===== config.mk =====
export PLATFORM = sky130hd
export DESIGN_NAME = mem_arb
export DESIGN_NICKNAME = d
export VERILOG_FILES = /design/src/rtl/mem_arb_pkg.sv /design/src/rtl/mem_arb_dff_rst_en_clr.sv /design/src/rtl/mem_arb.sv
export SDC_FILE = /design/constraint.sdc
export NUM_CORES = 1
export LEC_CHECK = 0
export CAP_MARGIN = 25
export CORE_AREA = 3 3 107 109
export DETAILED_ROUTE_END_ITERATION = 6
export DIE_AREA = 0 0 110 112
export GPL_ROUTABILITY_DRIVEN = 0
export PLACE_DENSITY_LB_ADDON = 0.12
export SLEW_MARGIN = 40
export SYNTH_ARGS = -nofsm -noshare
export SYNTH_HDL_FRONTEND = slang
export SYNTH_SLANG_ARGS = --single-unit

===== constraint.sdc =====
create_clock -name clk_sys -period 2.2 [get_ports clk_sys]
set_input_delay 0.55 -clock clk_sys [delete_from_list [all_inputs] [get_ports clk_sys]]
set_output_delay 0.55 -clock clk_sys [all_outputs]
set_load 0.005 [all_outputs]

===== src/rtl/mem_arb_pkg.sv =====
// Shared core defines: read-owner encoding and default fetch-starvation limit.
// Latency: n/a (types and constants only).
// Backpressure: n/a.
package mem_arb_pkg;

    typedef enum logic [1:0] {
        OWN_NONE = 2'd0,
        OWN_IF   = 2'd1,
        OWN_LS   = 2'd2
    } owner_e;

    localparam int MAX_STREAK_DEF = 4;

endpackage


===== src/rtl/mem_arb_dff_rst_en_clr.sv =====
// Generic register with synchronous reset, synchronous clear and load enable.
// Latency: 1 cycle from d to q.
// Backpressure: none; en simply holds the current value.
module dff_rst_en_clr #(
    parameter int           W       = 1,
    parameter logic [W-1:0] RST_VAL = '0
) (
    input  logic         clk,
    input  logic         rst,
    input  logic         en,
    input  logic         clr,
    input  logic [W-1:0] d,
    output logic [W-1:0] q
);

    always_ff @(posedge clk) begin
        if (rst || clr) begin
            q <= RST_VAL;
        end else if (en) begin
            q <= d;
        end
    end

endmodule


===== src/rtl/mem_arb.sv =====
// Arbitrates fetch and load/store onto one single-port synchronous memory, ls first with a fetch anti-starvation limit.
// Latency: grant is combinational; read data returns exactly one cycle after the grant.
// Backpressure: the losing requester sees no gnt (fetch also sees o_stall_f) and must hold its request.
module mem_arb
    import mem_arb_pkg::*;
#(
    parameter int ADDR_W     = 32,
    parameter int DATA_W     = 32,
    parameter int MAX_STREAK = MAX_STREAK_DEF
) (
    input  logic                clk_sys,
    input  logic                rst_sys,
    input  logic                i_if_req,
    input  logic [ADDR_W-1:0]   i_if_addr,
    input  logic                i_if_flush,
    output logic                o_if_gnt,
    output logic                o_if_rvalid,
    output logic [DATA_W-1:0]   o_if_rdata,
    output logic                o_stall_f,
    input  logic                i_ls_req,
    input  logic                i_ls_we,
    input  logic [DATA_W/8-1:0] i_ls_wstrb,
    input  logic [ADDR_W-1:0]   i_ls_addr,
    input  logic [DATA_W-1:0]   i_ls_wdata,
    output logic                o_ls_gnt,
    output logic                o_ls_rvalid,
    output logic [DATA_W-1:0]   o_ls_rdata,
    output logic                o_mem_en,
    output logic [DATA_W/8-1:0] o_mem_we,
    output logic [ADDR_W-1:0]   o_mem_addr,
    output logic [DATA_W-1:0]   o_mem_wdata,
    input  logic [DATA_W-1:0]   i_mem_rdata
);

    localparam int SW = $clog2(MAX_STREAK + 1);
    localparam logic [SW-1:0] STREAK_MAX = SW'(MAX_STREAK);

    logic [SW-1:0] streak_q;
    logic [1:0]    owner_q;
    owner_e        owner_nxt;
    logic          ls_hold;
    logic          ls_gnt;
    logic          if_gnt;
    logic          streak_inc;
    logic          streak_clr;

    // Once ls has won MAX_STREAK times in a row against a waiting fetch, the fetch goes next.
    assign ls_hold = (streak_q == STREAK_MAX) && i_if_req && i_ls_req;
    assign ls_gnt  = !rst_sys && i_ls_req && !ls_hold;
    assign if_gnt  = !rst_sys && i_if_req && !ls_gnt;

    assign o_ls_gnt  = ls_gnt;
    assign o_if_gnt  = if_gnt;
    assign o_stall_f = i_if_req && !if_gnt;

    assign streak_clr = !i_if_req || if_gnt;
    assign streak_inc = ls_gnt && i_if_req && (streak_q != STREAK_MAX);

    // A flush with no older fetch outstanding cancels the fetch granted this cycle;
    // otherwise it only cancels the older response and the new fetch proceeds.
    always_comb begin
        owner_nxt = OWN_NONE;
        if (ls_gnt && !i_ls_we) begin
            owner_nxt = OWN_LS;
        end else if (if_gnt && !(i_if_flush && owner_q != OWN_IF)) begin
            owner_nxt = OWN_IF;
        end
    end

    always_comb begin
        o_mem_en    = ls_gnt || if_gnt;
        o_mem_we    = '0;
        o_mem_addr  = '0;
        o_mem_wdata = '0;
        if (ls_gnt) begin
            o_mem_addr  = i_ls_addr;
            o_mem_wdata = i_ls_wdata;
            if (i_ls_we) begin
                o_mem_we = i_ls_wstrb;
            end
        end else if (if_gnt) begin
            o_mem_addr = i_if_addr;
        end
    end

    // Reset in the response cycle drops the pending read.
    assign o_if_rvalid = !rst_sys && (owner_q == OWN_IF) && !i_if_flush;
    assign o_ls_rvalid = !rst_sys && (owner_q == OWN_LS);
    assign o_if_rdata  = o_if_rvalid ? i_mem_rdata : '0;
    assign o_ls_rdata  = o_ls_rvalid ? i_mem_rdata : '0;

    dff_rst_en_clr #(.W(2), .RST_VAL(OWN_NONE)) u_owner (
        .clk (clk_sys),
        .rst (rst_sys),
        .en  (1'b1),
        .clr (1'b0),
        .d   (owner_nxt),
        .q   (owner_q)
    );

    dff_rst_en_clr #(.W(SW), .RST_VAL('0)) u_streak (
        .clk (clk_sys),
        .rst (rst_sys),
        .en  (streak_inc),
        .clr (streak_clr),
        .d   (streak_q + SW'(1)),
        .q   (streak_q)
    );

endmodule


==> summary.md <==
| Metric | Value |
|---|---|
| Arrival time at the worst endpoint | `1.60 ns` |
| First-pass GRT wire length | `17000 um` |
| Die X | `around 110 um` |
| Post-DP Area | `4800 sq um` |
| Warnings, synthesis | `0` |
| I/O Buffers | `275` |
| Final hold vios | `0` |
| Routed vias | `3181` |
| Root Driver | `clkbuf_8` |
| Leading area contributor after synthesis | `nand3b_1` |
| Number of antenna violations at the first check in global routing | `0` |
| Register area share after synthesis | `about 5.6%` |
| VDD IR max | `142 uV` |
| Remaining DRCs | `0` |
| Commonest cells after routing, fill and taps aside | `clkdlybuf4s50_1 (133), nand3b_1 (64), dlygate4sd2_1 (53), and2_1 (52), buf_2 (46)` |
| Core area | `10700 sq um` |
| Synthesized flop and latch total | `5` |
| Clock Pin Slew Worst Setup and Hold Paths | `0.03 ns` |
| ANT cells | `0` |
| FMAX | `465 MHz` |
| Worst hold slack | `0.536 ns` |
| Wire length per cell | `16.6 um` |
| R2r endpoint | `u_streak.q[0]$_SDFFE_PP0P_` |
| Final Cell Area | `between 5000 and 6000 sq um` |
| Critical Path End | `o_mem_addr[23]` |
| Fill count | `1081` |
| CP top delay family | `buffers and inverters` |
| DRT antenna net count | `0` |
| Yosys cell types | `26` |
| Nets | `714` |
| Reg2reg path depth | `8` |
| Synth Net Count | `405` |
| Clock Skew | `0.000610 ns` |
| Final Total Pwr | `roughly 900 uW` |
| WS Path Type | `primary input to output pin` |
| Outcome | `finished clean` |
| CTS buffer count | `3` |
| Max clock buf depth | `2` |
| Cell depth of the worst setup path | `8` |
| Largest net degree at the start of global routing | `between 40 and 50` |
| Number of synthesized flops with an enable pin | `0` |
| Initial Util | `16.7%` |
| DRT Pass-1 Iters | `4` |
| Vias/cell | `~4.5` |
| Mapped cell area | `about 1800 sq um` |
| Synth top area share | `26.9%` |
| DIE AREA | `~12000 sq um` |
| Maximum level of the CTS H-tree | `1` |
| Post-synthesis cell count | `265` |
| Die H | `112 um` |
| Commonest non-fill, non-tap cell in the layout | `clkdlybuf4s50_1` |
| Hold Path Class | `flip-flop to flip-flop` |
| Power per cell area | `175 nW/um^2` |
| Clock Latency Late Sink | `~0.22 ns` |
| Clk sink count | `5` |
| DRT Wirelength | `11800 um` |
| CP max stage delay | `0.15 ns` |
| Slowest CP cell | `buf_2` |
| Fraction of layout cells with a size suffix above 1 | `31.2%` |
| Cell chain of the critical path | `buf_2 > buf_4 > a21boi_4 > buf_4 > buf_6 > buf_12 > o22ai_1 > buf_2` |
| CTS tree | `done` |
| Avg Cell Area, Syn | `6.74 sq um` |
| Slew @ Worst Pin | `0.270 ns` |
| # setup viols final | `0` |
| Vias in the first global route | `3203` |
| Ranking of synthesized cells by area | `nand3b_1 (27%), and2_1 (22%), and3_1 (12%), o22ai_1 (11%), dfxtp_1 (5.6%)` |
| P_leak | `2.59 nW` |
| Worst-path maximum fanout | `9` |
| Post-layout min period | `2.15 ns` |
| Detailed Route Iter0 Violations | `72` |
| R2R Setup Slk | `0.72 ns` |
| RR Startpoint | `u_streak.q[1]$_SDFFE_PP0P_` |
| Fin. max-slew vios | `0` |
| Max cap viols | `0` |
| Slew HR | `82.0%` |
| Top_reg_cell synth | `dfxtp_1` |
| Grt ovf | `0` |
| WP data required | `about 1.7 ns` |
| Cts hold-fix bufs | `0` |
| Area grow syn2layout | `189%` |
| CP startpoint | `i_ls_req` |
| I/O pin total | `276` |
| CP Capture Type | `output pin` |
| WP buf/inv | `6` |
| Std cell rows | `38` |
| Critical Path Start Type | `primary input` |
| Synth async-reset ratio | `0%` |
| Period utilisation layout | `97.7%` |
| RSZ-0062 raised after global routing | `yes` |
| HPWL after DPL | `8360 um` |
| Total GRT Usage | `17.6%` |
[repair_timing]
| item | CTS | global route |
|---|---|---|
| pin swaps | 18 | 3 |
| setup buffers | 32 | 4 |
| endpoints found under the hold margin | 0 | 0 |
| endpoints found under the setup margin | 138 | 61 |
| gates resized for setup | 387 | 49 |
| gates cloned | 9 | 1 |
[worst min path at each step]
stage,from,to,cells after the start
4_1_cts,u_streak.q[0]$_SDFFE_PP0P_,u_streak.q[0]$_SDFFE_PP0P_,2
6_report,u_streak.q[0]$_SDFFE_PP0P_,u_streak.q[0]$_SDFFE_PP0P_,2
5_1_grt,u_streak.q[0]$_SDFFE_PP0P_,u_streak.q[0]$_SDFFE_PP0P_,2
3_3_place_gp,u_owner.q[0]$_SDFF_PP0_,u_owner.q[0]$_SDFF_PP0_,2
3_5_place_dp,u_streak.q[0]$_SDFFE_PP0P_,u_streak.q[0]$_SDFFE_PP0P_,2
2_1_floorplan,u_streak.q[0]$_SDFFE_PP0P_,u_streak.q[0]$_SDFFE_PP0P_,1
[sequential cells by signal (all words and copies together) (netlist names)]
signal	flops
u_streak.q	3
u_owner.q	2
[worst register-to-register path, delay by kind of cell, from the launching register on]
family / cells / cell delay (ns)
buf+inv: 5 / 0.53
simple gates: 1 / 0.17
flops: 1 / 0.34
compound gates: 1 / 0.17
fa+ha+maj: 1 / 0.18
[synthesized netlist by cell type (3+ instances only)]
cell type	count
nand3b_1	64
and3_1	33
nand2_1	4
buf_2	9
buf_6	4
nand2b_1	3
o22ai_1	32
clkbuf_1	19
nor3_1	5
nor2_1	4
and2_1	64
dfxtp_1	5
[metrics by stage]
step                util [%]  setup TNS, ns  std cells  setup WS, ns
floorplan                  -              0        265         0.286
global placement        44.9         -59.65        668        -0.570
detailed placement      44.9         -60.65        668        -0.588
CTS                     48.8         -0.774        712        -0.107
global route            48.2       -0.00555        713      -0.00466
finish                  48.2              0        713        0.0511
[logic make-up after synthesis]
logic type	synth area share, %
buffers and inverters	10.3
adder cells (fa/ha/maj)	1.40
AND/OR/NAND/NOR	69.4
flip-flops	5.61
AO/OA/AOI/OAI	13.2
[metal layers]
layer / vias to the layer above / share of wire [%] / GRT usage, %
met2: 160 / 54 / 35.1
met4: 0 / 0.52 / 2.49
met3: 2 / 12 / 6.78
met5: - / 0 / 0
met1: 1457 / 34 / 16.9
li1: 1562 / - / -
[area by class of cell]
class | count | area [sq um] | area share (%)
clock buffer | 4 | 45.0 | 0.874
sequential | 5 | 101 | 1.97
timing repair buffer | 339 | 3190 | 62.0
tap | 140 | 175 | 3.40
inverter | 2 | 7.51 | 0.146
multi-input combinational | 223 | 1630 | 31.6
[power by group]
part | switching, mW | internal [mW]
Clock | 0.0413 | 0.124
Combinational | 0.204 | 0.435
Sequential | 0.00227 | 0.0937
No activity file was read; power rests on OpenSTA's default activity.
